===== src/rtl/ddr_ctrl_arbit.sv =====
// ddr_ctrl_arbit: command arbiter for the SDRAM controller.
// It grants one request source at a time (priority AREF > WR > RD), routes the
// granted source's command, bank, address and data onto the SDRAM pins, and
// force-releases any grant whose source never signals end.
module ddr_ctrl_arbit #(
  parameter int ADDR_WIDTH  = 13,
  parameter int BA_WIDTH    = 2,
  parameter int DQ_WIDTH    = 16,
  parameter int TIMEOUT_MAX = 1023
) (
  input  logic                  sys_clk,
  input  logic                  sys_rst_n,
  input  logic                  init_end_i,
  input  logic [3:0]            init_cmd_i,
  input  logic [BA_WIDTH-1:0]   init_ba_i,
  input  logic [ADDR_WIDTH-1:0] init_addr_i,
  input  logic                  aref_req_i,
  input  logic                  aref_end_i,
  input  logic [3:0]            aref_cmd_i,
  input  logic [BA_WIDTH-1:0]   aref_ba_i,
  input  logic [ADDR_WIDTH-1:0] aref_addr_i,
  input  logic                  wr_req_i,
  input  logic                  wr_end_i,
  input  logic [3:0]            wr_cmd_i,
  input  logic [BA_WIDTH-1:0]   wr_ba_i,
  input  logic [ADDR_WIDTH-1:0] wr_addr_i,
  input  logic                  wr_dq_oe_i,
  input  logic [DQ_WIDTH-1:0]   wr_dq_i,
  input  logic                  rd_req_i,
  input  logic                  rd_end_i,
  input  logic [3:0]            rd_cmd_i,
  input  logic [BA_WIDTH-1:0]   rd_ba_i,
  input  logic [ADDR_WIDTH-1:0] rd_addr_i,
  output logic                  aref_en_o,
  output logic                  wr_en_o,
  output logic                  rd_en_o,
  output logic                  sdram_cke_o,
  output logic                  sdram_cs_n_o,
  output logic                  sdram_ras_n_o,
  output logic                  sdram_cas_n_o,
  output logic                  sdram_we_n_o,
  output logic [BA_WIDTH-1:0]   sdram_ba_o,
  output logic [ADDR_WIDTH-1:0] sdram_addr_o,
  output logic                  sdram_dq_oe_o,
  output logic [DQ_WIDTH-1:0]   sdram_dq_o,
  output logic                  arb_err_o
);

  typedef enum logic [2:0] {
    ARB_INIT  = 3'd0,
    ARB_IDLE  = 3'd1,
    ARB_AREF  = 3'd2,
    ARB_WRITE = 3'd3,
    ARB_READ  = 3'd4
  } arb_state_t;

  localparam logic [3:0] CMD_NOP = 4'b0111;
  localparam logic [9:0] TMAX    = 10'(TIMEOUT_MAX);

  arb_state_t r_state;
  arb_state_t w_state_next;
  logic [9:0] r_cnt;
  logic [9:0] w_cnt_next;
  logic       w_timeout;
  logic       w_granted;
  logic       w_own_end;
  logic       r_err;
  logic       r_aref_en;
  logic       r_wr_en;
  logic       r_rd_en;
  logic       r_rst_done;

  logic [3:0]            w_cmd;
  logic [BA_WIDTH-1:0]   w_ba;
  logic [ADDR_WIDTH-1:0] w_addr;
  logic                  w_dq_oe;
  logic [DQ_WIDTH-1:0]   w_dq;

  // Next-state decision: arbitration in IDLE, end/watchdog release in granted states.
  always_comb begin
    w_state_next = r_state;
    w_cnt_next   = 10'd0;
    w_timeout    = 1'b0;
    w_granted    = 1'b0;
    w_own_end    = 1'b0;
    case (r_state)
      ARB_INIT: begin
        if (init_end_i) w_state_next = ARB_IDLE;
      end
      ARB_IDLE: begin
        if (aref_req_i)    w_state_next = ARB_AREF;
        else if (wr_req_i) w_state_next = ARB_WRITE;
        else if (rd_req_i) w_state_next = ARB_READ;
      end
      ARB_AREF: begin
        w_granted = 1'b1;
        w_own_end = aref_end_i;
      end
      ARB_WRITE: begin
        w_granted = 1'b1;
        w_own_end = wr_end_i;
      end
      ARB_READ: begin
        w_granted = 1'b1;
        w_own_end = rd_end_i;
      end
      default: w_state_next = ARB_IDLE;
    endcase
    // A real end on the expiry cycle wins over the watchdog.
    if (w_granted) begin
      if (w_own_end) begin
        w_state_next = ARB_IDLE;
      end else if (r_cnt == TMAX) begin
        w_state_next = ARB_IDLE;
        w_timeout    = 1'b1;
      end else begin
        w_cnt_next = r_cnt + 10'd1;
      end
    end
  end

  // State, watchdog, error pulse and registered (glitch-free) grant enables.
  always_ff @(posedge sys_clk or negedge sys_rst_n) begin
    if (!sys_rst_n) begin
      r_state    <= ARB_INIT;
      r_cnt      <= 10'd0;
      r_err      <= 1'b0;
      r_aref_en  <= 1'b0;
      r_wr_en    <= 1'b0;
      r_rd_en    <= 1'b0;
      r_rst_done <= 1'b0;
    end else begin
      r_state    <= w_state_next;
      r_cnt      <= w_cnt_next;
      r_err      <= w_timeout;
      r_aref_en  <= (w_state_next == ARB_AREF);
      r_wr_en    <= (w_state_next == ARB_WRITE);
      r_rd_en    <= (w_state_next == ARB_READ);
      r_rst_done <= 1'b1;
    end
  end

  // Pin mux from the registered state; pins idle at NOP until the first clock after reset.
  always_comb begin
    w_cmd   = CMD_NOP;
    w_ba    = '1;
    w_addr  = '1;
    w_dq_oe = 1'b0;
    w_dq    = '0;
    if (r_rst_done) begin
      case (r_state)
        ARB_INIT: begin
          w_cmd  = init_cmd_i;
          w_ba   = init_ba_i;
          w_addr = init_addr_i;
        end
        ARB_AREF: begin
          w_cmd  = aref_cmd_i;
          w_ba   = aref_ba_i;
          w_addr = aref_addr_i;
        end
        ARB_WRITE: begin
          w_cmd   = wr_cmd_i;
          w_ba    = wr_ba_i;
          w_addr  = wr_addr_i;
          w_dq_oe = wr_dq_oe_i;
          w_dq    = wr_dq_i;
        end
        ARB_READ: begin
          w_cmd  = rd_cmd_i;
          w_ba   = rd_ba_i;
          w_addr = rd_addr_i;
        end
        default: ;
      endcase
    end
  end

  assign aref_en_o     = r_aref_en;
  assign wr_en_o       = r_wr_en;
  assign rd_en_o       = r_rd_en;
  assign arb_err_o     = r_err;
  assign sdram_cke_o   = 1'b1;
  assign sdram_cs_n_o  = w_cmd[3];
  assign sdram_ras_n_o = w_cmd[2];
  assign sdram_cas_n_o = w_cmd[1];
  assign sdram_we_n_o  = w_cmd[0];
  assign sdram_ba_o    = w_ba;
  assign sdram_addr_o  = w_addr;
  assign sdram_dq_oe_o = w_dq_oe;
  assign sdram_dq_o    = w_dq;

endmodule


===== config.mk =====
export PLATFORM = sky130hd
export DESIGN_NAME = ddr_ctrl_arbit
export DESIGN_NICKNAME = d
export VERILOG_FILES = /design/src/rtl/ddr_ctrl_arbit.sv
export SDC_FILE = /design/constraint.sdc
export NUM_CORES = 1
export LEC_CHECK = 0
export ABC_AREA = 0
export CORE_ASPECT_RATIO = 0.9
export CORE_MARGIN = 1.5
export CORE_UTILIZATION = 34
export DETAILED_ROUTE_END_ITERATION = 6
export PLACE_DENSITY = 0.87
export RECOVER_POWER = 25
export REMOVE_ABC_BUFFERS = 1
export SLEW_MARGIN = 25
export SYNTH_ARGS = -nofsm -noshare
export SYNTH_HDL_FRONTEND = slang
export SYNTH_SLANG_ARGS = --single-unit

===== constraint.sdc =====
create_clock -name sys_clk -period 2.6 [get_ports sys_clk]
set_input_delay 0.26 -clock sys_clk [delete_from_list [all_inputs] [get_ports sys_clk]]
set_output_delay 0.26 -clock sys_clk [all_outputs]
set_load 0.02 [all_outputs]

==> Word-level counts from Yosys, hierarchy flattened <==
Index checks and enable logic that the tools add are counted.
{ "totals": {"reg_bits": 18, "latch_bits": 0, "ramBits": 0, "romBits": 0, "input_bits": 102, "out_inout_bits": 41, "word_cells": 44, "mem_count": 0} }
{ "classes": {"n_addsub": 1, "multipliers": 0, "n_div": 0, "n_lt_le_gt_ge": 0, "n_eq_ne": 8, "shift": 0, "n_mux": 26, "bitwise_logic": 0, "reduce_logical": 2} }
{ "op_table": {"columns": ["operator", "count"], "rows": [
  ["$pmux 13 s4", 1],
  ["$mux 16", 2],
  ["$mux 10", 3],
  ["$mux 3", 7],
  ["$pmux 4 s4", 1],
  ["$mux 13", 1],
  ["$eq 3x2->1 const B", 4],
  ["$add 10x1->10 const B", 1],
  ["$eq 10x10->1 const B", 1],
  ["$pmux 3 s3", 1],
  ["$pmux 2 s4", 1],
  ["$eq 3x3->1 const B", 2],
  ["$mux 1", 6],
  ["$mux 4", 1],
  ["$eq 3x1->1 const B", 1],
  ["$logic_not 3->1", 1],
  ["$pmux 1 s3", 1],
  ["$reduce_or 3->1", 1],
  ["$mux 2", 1]
]} }

==> Longest topological paths before layout <==
{ "depth": {"depth_word": 8, "mapped_depth": 6, "mapped_depth_nobuf": 5} }

==> Worst setup path after synthesis <==
OpenSTA, ideal clock, no wires.
{ "synth_path": {"kind": "reg-to-output", "startpoint": "reg r_state[0]", "endpoint": "out sdram_cs_n_o", "t_arrival_ps": 1607, "required_ps": 2340, "path_slack_ps": 733, "stages_incl_launch_ff": 6, "n_path_buf": 2, "cell_sequence": "dfrtp_1 -> buf_2 -> nor2_1 -> buf_2 -> nand3_1 -> a21boi_0"} }
{ "synth_between": {"elab_chain_cells": 3, "word_cells_on_any_way": 6, "classes_between": "3 x eq/ne; 2 x mux; 1 x reduce/logical"} }
{ "synth_rtl": {"columns": ["item", "line_no", "text"], "rows": [
  ["from (decl)", "60", "arb_state_t r_state;"],
  ["from (signal assigned)", "133", "r_state <= w_state_next;"],
  ["$eq 3x3->1 (tied with other cells)", "151", "case (r_state)"],
  ["$pmux 4 s4 *", "151", null],
  ["$mux 4 *", "150", "if (r_rst_done) begin"],
  ["to (decl)", "38", "output logic sdram_cs_n_o,"]
]} }
Mark *: on every way between the ends. The rest lies on a longest branch, timed or not.

==> Worst setup path in the final report <==
{ "layout_path": {"startpoint": "reg r_state[2]", "endpoint": "out sdram_dq_o[7]"} }
{ "layout_between": {"elab_chain_cells": 3} }
{ "layout_rtl": {"columns": ["item", "line_no", "text"], "rows": [
  ["$eq 3x2->1", "151", null],
  ["$mux 16", "151", null],
  ["$mux 16", "150", null],
  ["to (decl)", "45", "output logic [DQ_WIDTH-1:0] sdram_dq_o,"]
]} }
No other way between the ends.

==> run metrics <==
outcome completed; Setup Crit Path Kind register to primary output; # hold bufs at CTS 0; Final ANT Viol Nets 0; Worst EP arrival 2.20 ns; CTS tree done; CP cell instances buf_4, nor4b_4, buf_4, and2_1, clkdlybuf4s50_1; clock-pin transition on the worst setup and hold timing paths 0.07 ns; leading register cell type out of synthesis dfrtp_1; Die X 74.8 microns; Core ar. 4460 sq um; Ys Warns 0; Avg Cell Area, Syn 8.06 sq um; grt total ovfl 0; Hold/Removal Path Class input pin to asynchronous set/reset pin; DRC viols 0; share of synthesized flip-flops with an asynchronous set or reset 100%; Critical Path Source Type register; NumNets Final 440; max incr delay on CP 0.61 ns; RSZ-0062 raised after global routing no; Synth Register Bits 18; CP required 2.34 ns; I/O pin cnt 143; setup tns final 0 ns; via/cell ratio 5.07; post-synth cell types 37; Net Sw Frac 43.3%; Switch Pwr 0.000942 W; sequential share of power 17.4%; commonest non-fill, non-tap cell in the layout clkdlybuf4s50_1; Inserted Clock Buffers 3; die area 5060 sq um; routability congestion estimate 0.798; Worst-Margin Slew 0.775 ns; clock root cell clkbuf_8; floorplan row count 23; internal power 0.00123 W; crit end category primary output; Largest delay share family, worst path buffers and inverters; Final period util 94.7%; fillers 365; Clock Path Buffers 2; Sequential Area 452 sq um; Final Power 0.00217 W; Slew HR 48.2%; Mapped Area 1580 sq um; DP Wirelength 4940 microns; area leader, netlist dfrtp_1; Buf/Inv on CP 3; Area Growth Syn to Fin 98.4%; vias in the first global route 2008; diode count 0; synthesized instance count 196; cts repair resizes 0; total track usage 24.0%; Multi-input gate area 1050 sq um; final cell count without fillers 398; Max Freq 406 MHz; number of enable flip-flop cells after synthesis 0; cell mode on critical path buf_4; Skew-Pair Late Insertion Delay 0.25 ns; wirelength, routed 6060 microns; Lkg Pwr 1.22 nW; Initial Utilization 35.4%; DRT Pass-1 Iters 4; first-pass GRT wire length 9390 microns; CP max FO 17; antenna violations before repair 0; share of post-route cells with drive strength above 1 5.95%; Max-Cap Viols 0; Port Buffer Count 141; Yosys top cell area share 28.5%; final hold vios 0; dpl cells 394; H-tree levels 1; largest net degree at the start of global routing 22; most frequent cells in the layout 140 x clkdlybuf4s50_1, 22 x nor2_1, 17 x nand2_1, 17 x and2_1, 17 x dfrtp_1; maximum VDD drop 0.000468 V; clock sinks 18; DR vias 2016; Max Slew Vio Count 0; wire length per cell 15.2 microns; Layout Skew 0.00200 ns; Starting DRT DRC Count 76; Clock Power Share 10.4%; setup bufs post-CTS 0; PwrDens 694 nW/um^2; CP max-delay cell clkdlybuf4s50_1; Gate power share 72.2%; synth top area cells dfrtp_1 29%, o2111ai_1 7.8%, a22oi_1 7.1%; min cycle time layout 2.46 ns; Setup Viol. Count Final 0; die height 67.7 microns; sequential share of the synthesized area 28.5%
==> power by group through the flow <==
| stage | clock [W] | combinational, W | sequential (W) |
|---|---|---|---|
| after floorplan | 0 | 0.000751 | 0.000434 |
| after global placement | 0 | 0.00155 | 0.000376 |
| after detailed placement | 0 | 0.00157 | 0.000379 |
| after CTS | 0.000234 | 0.00158 | 0.000375 |
| after global routing | 0.000245 | 0.00169 | 0.000384 |
| final | 0.000225 | 0.00157 | 0.000378 |
==> worst paths after layout <==
path / from / end / slack (ns) / cells after the start
max: r_state[2]$_DFF_PN0_ / sdram_dq_o[7] / 0.14 / 5
min: sys_rst_n / r_cnt[7]$_DFF_PN0_ / 0.52 / 1
max reg2reg: r_cnt[0]$_DFF_PN0_ / aref_en_o$_DFF_PN0_ / 0.85 / 5
min reg2reg: r_cnt[0]$_DFF_PN0_ / r_cnt[0]$_DFF_PN0_ / 0.52 / 1
max in group asynchronous: sys_rst_n / r_state[0]$_DFF_PN0_ / 1.54 / 1
min in group sys_clk: r_cnt[0]$_DFF_PN0_ / r_cnt[0]$_DFF_PN0_ / 0.52 / 1
==> cells in the mapped netlist, types with 2 or more instances <==
cell,number
and4_1,3
a21boi_0,2
nand3_1,6
nand2b_1,4
nor3_1,2
nor2b_1,2
inv_1,2
nand4_1,2
dfrtp_1,18
a211o_1,2
mux2i_1,5
clkbuf_1,8
o211ai_1,5
nor2_1,22
a21oi_1,2
o21ai_0,15
xor2_1,7
buf_2,8
o22ai_1,4
o2111ai_1,14
nand2_1,17
and2_1,17
a22oi_1,15
==> cells by family (layout without fill, tap and decap cells) <==
kind of cell,Yosys count,count (layout),synth area share (%)
DFF,18,18,28.5
and+or+nand+nor,80,80,26.9
adders and majority gates,1,1,0.792
xor gates and xnor gates,8,8,4.44
AOI/OAI and AO/OA,63,63,29.9
buffers and inverters,19,158,5.39
muxes,6,6,3.88
other,1,2,0.237
==> state kept, by name (all words and copies together) (netlist names) <==
register,count
arb_err_o,1
aref_en_o,1
r_cnt,10
r_rst_done,1
r_state,3
rd_en_o,1
wr_en_o,1
==> metal layers <==
layer / global-route usage, % / vias up / part of all wire (%)
li1: - / 999 / -
met1: 27.3 / 940 / 39
met2: 42.0 / 69 / 52
met3: 8.06 / 8 / 8.0
met4: 7.95 / 0 / 1.2
met5: 0 / - / 0
==> per-stage QoR <==
step                setup slack, ns  cell area [sq um]  hold WS, ns  util [%]
floorplan                     0.151               1510      -0.0356         -
global placement              0.433               3080        0.474      69.0
detailed placement            0.391               3080        0.500      69.0
CTS                           0.112               3130        0.481      70.2
global route                0.00736               3130        0.530      70.2
finish                        0.139               3130        0.519      70.2
==> layout make-up <==
cell class	instances	share of cell area (%)
repair buffers	152	47.7
well taps	62	2.48
inverters	2	0.240
clock buffers	4	1.76
flip-flops and latches	18	14.4
multi-input cells	160	33.4
No activity file was read; power rests on OpenSTA's default activity.
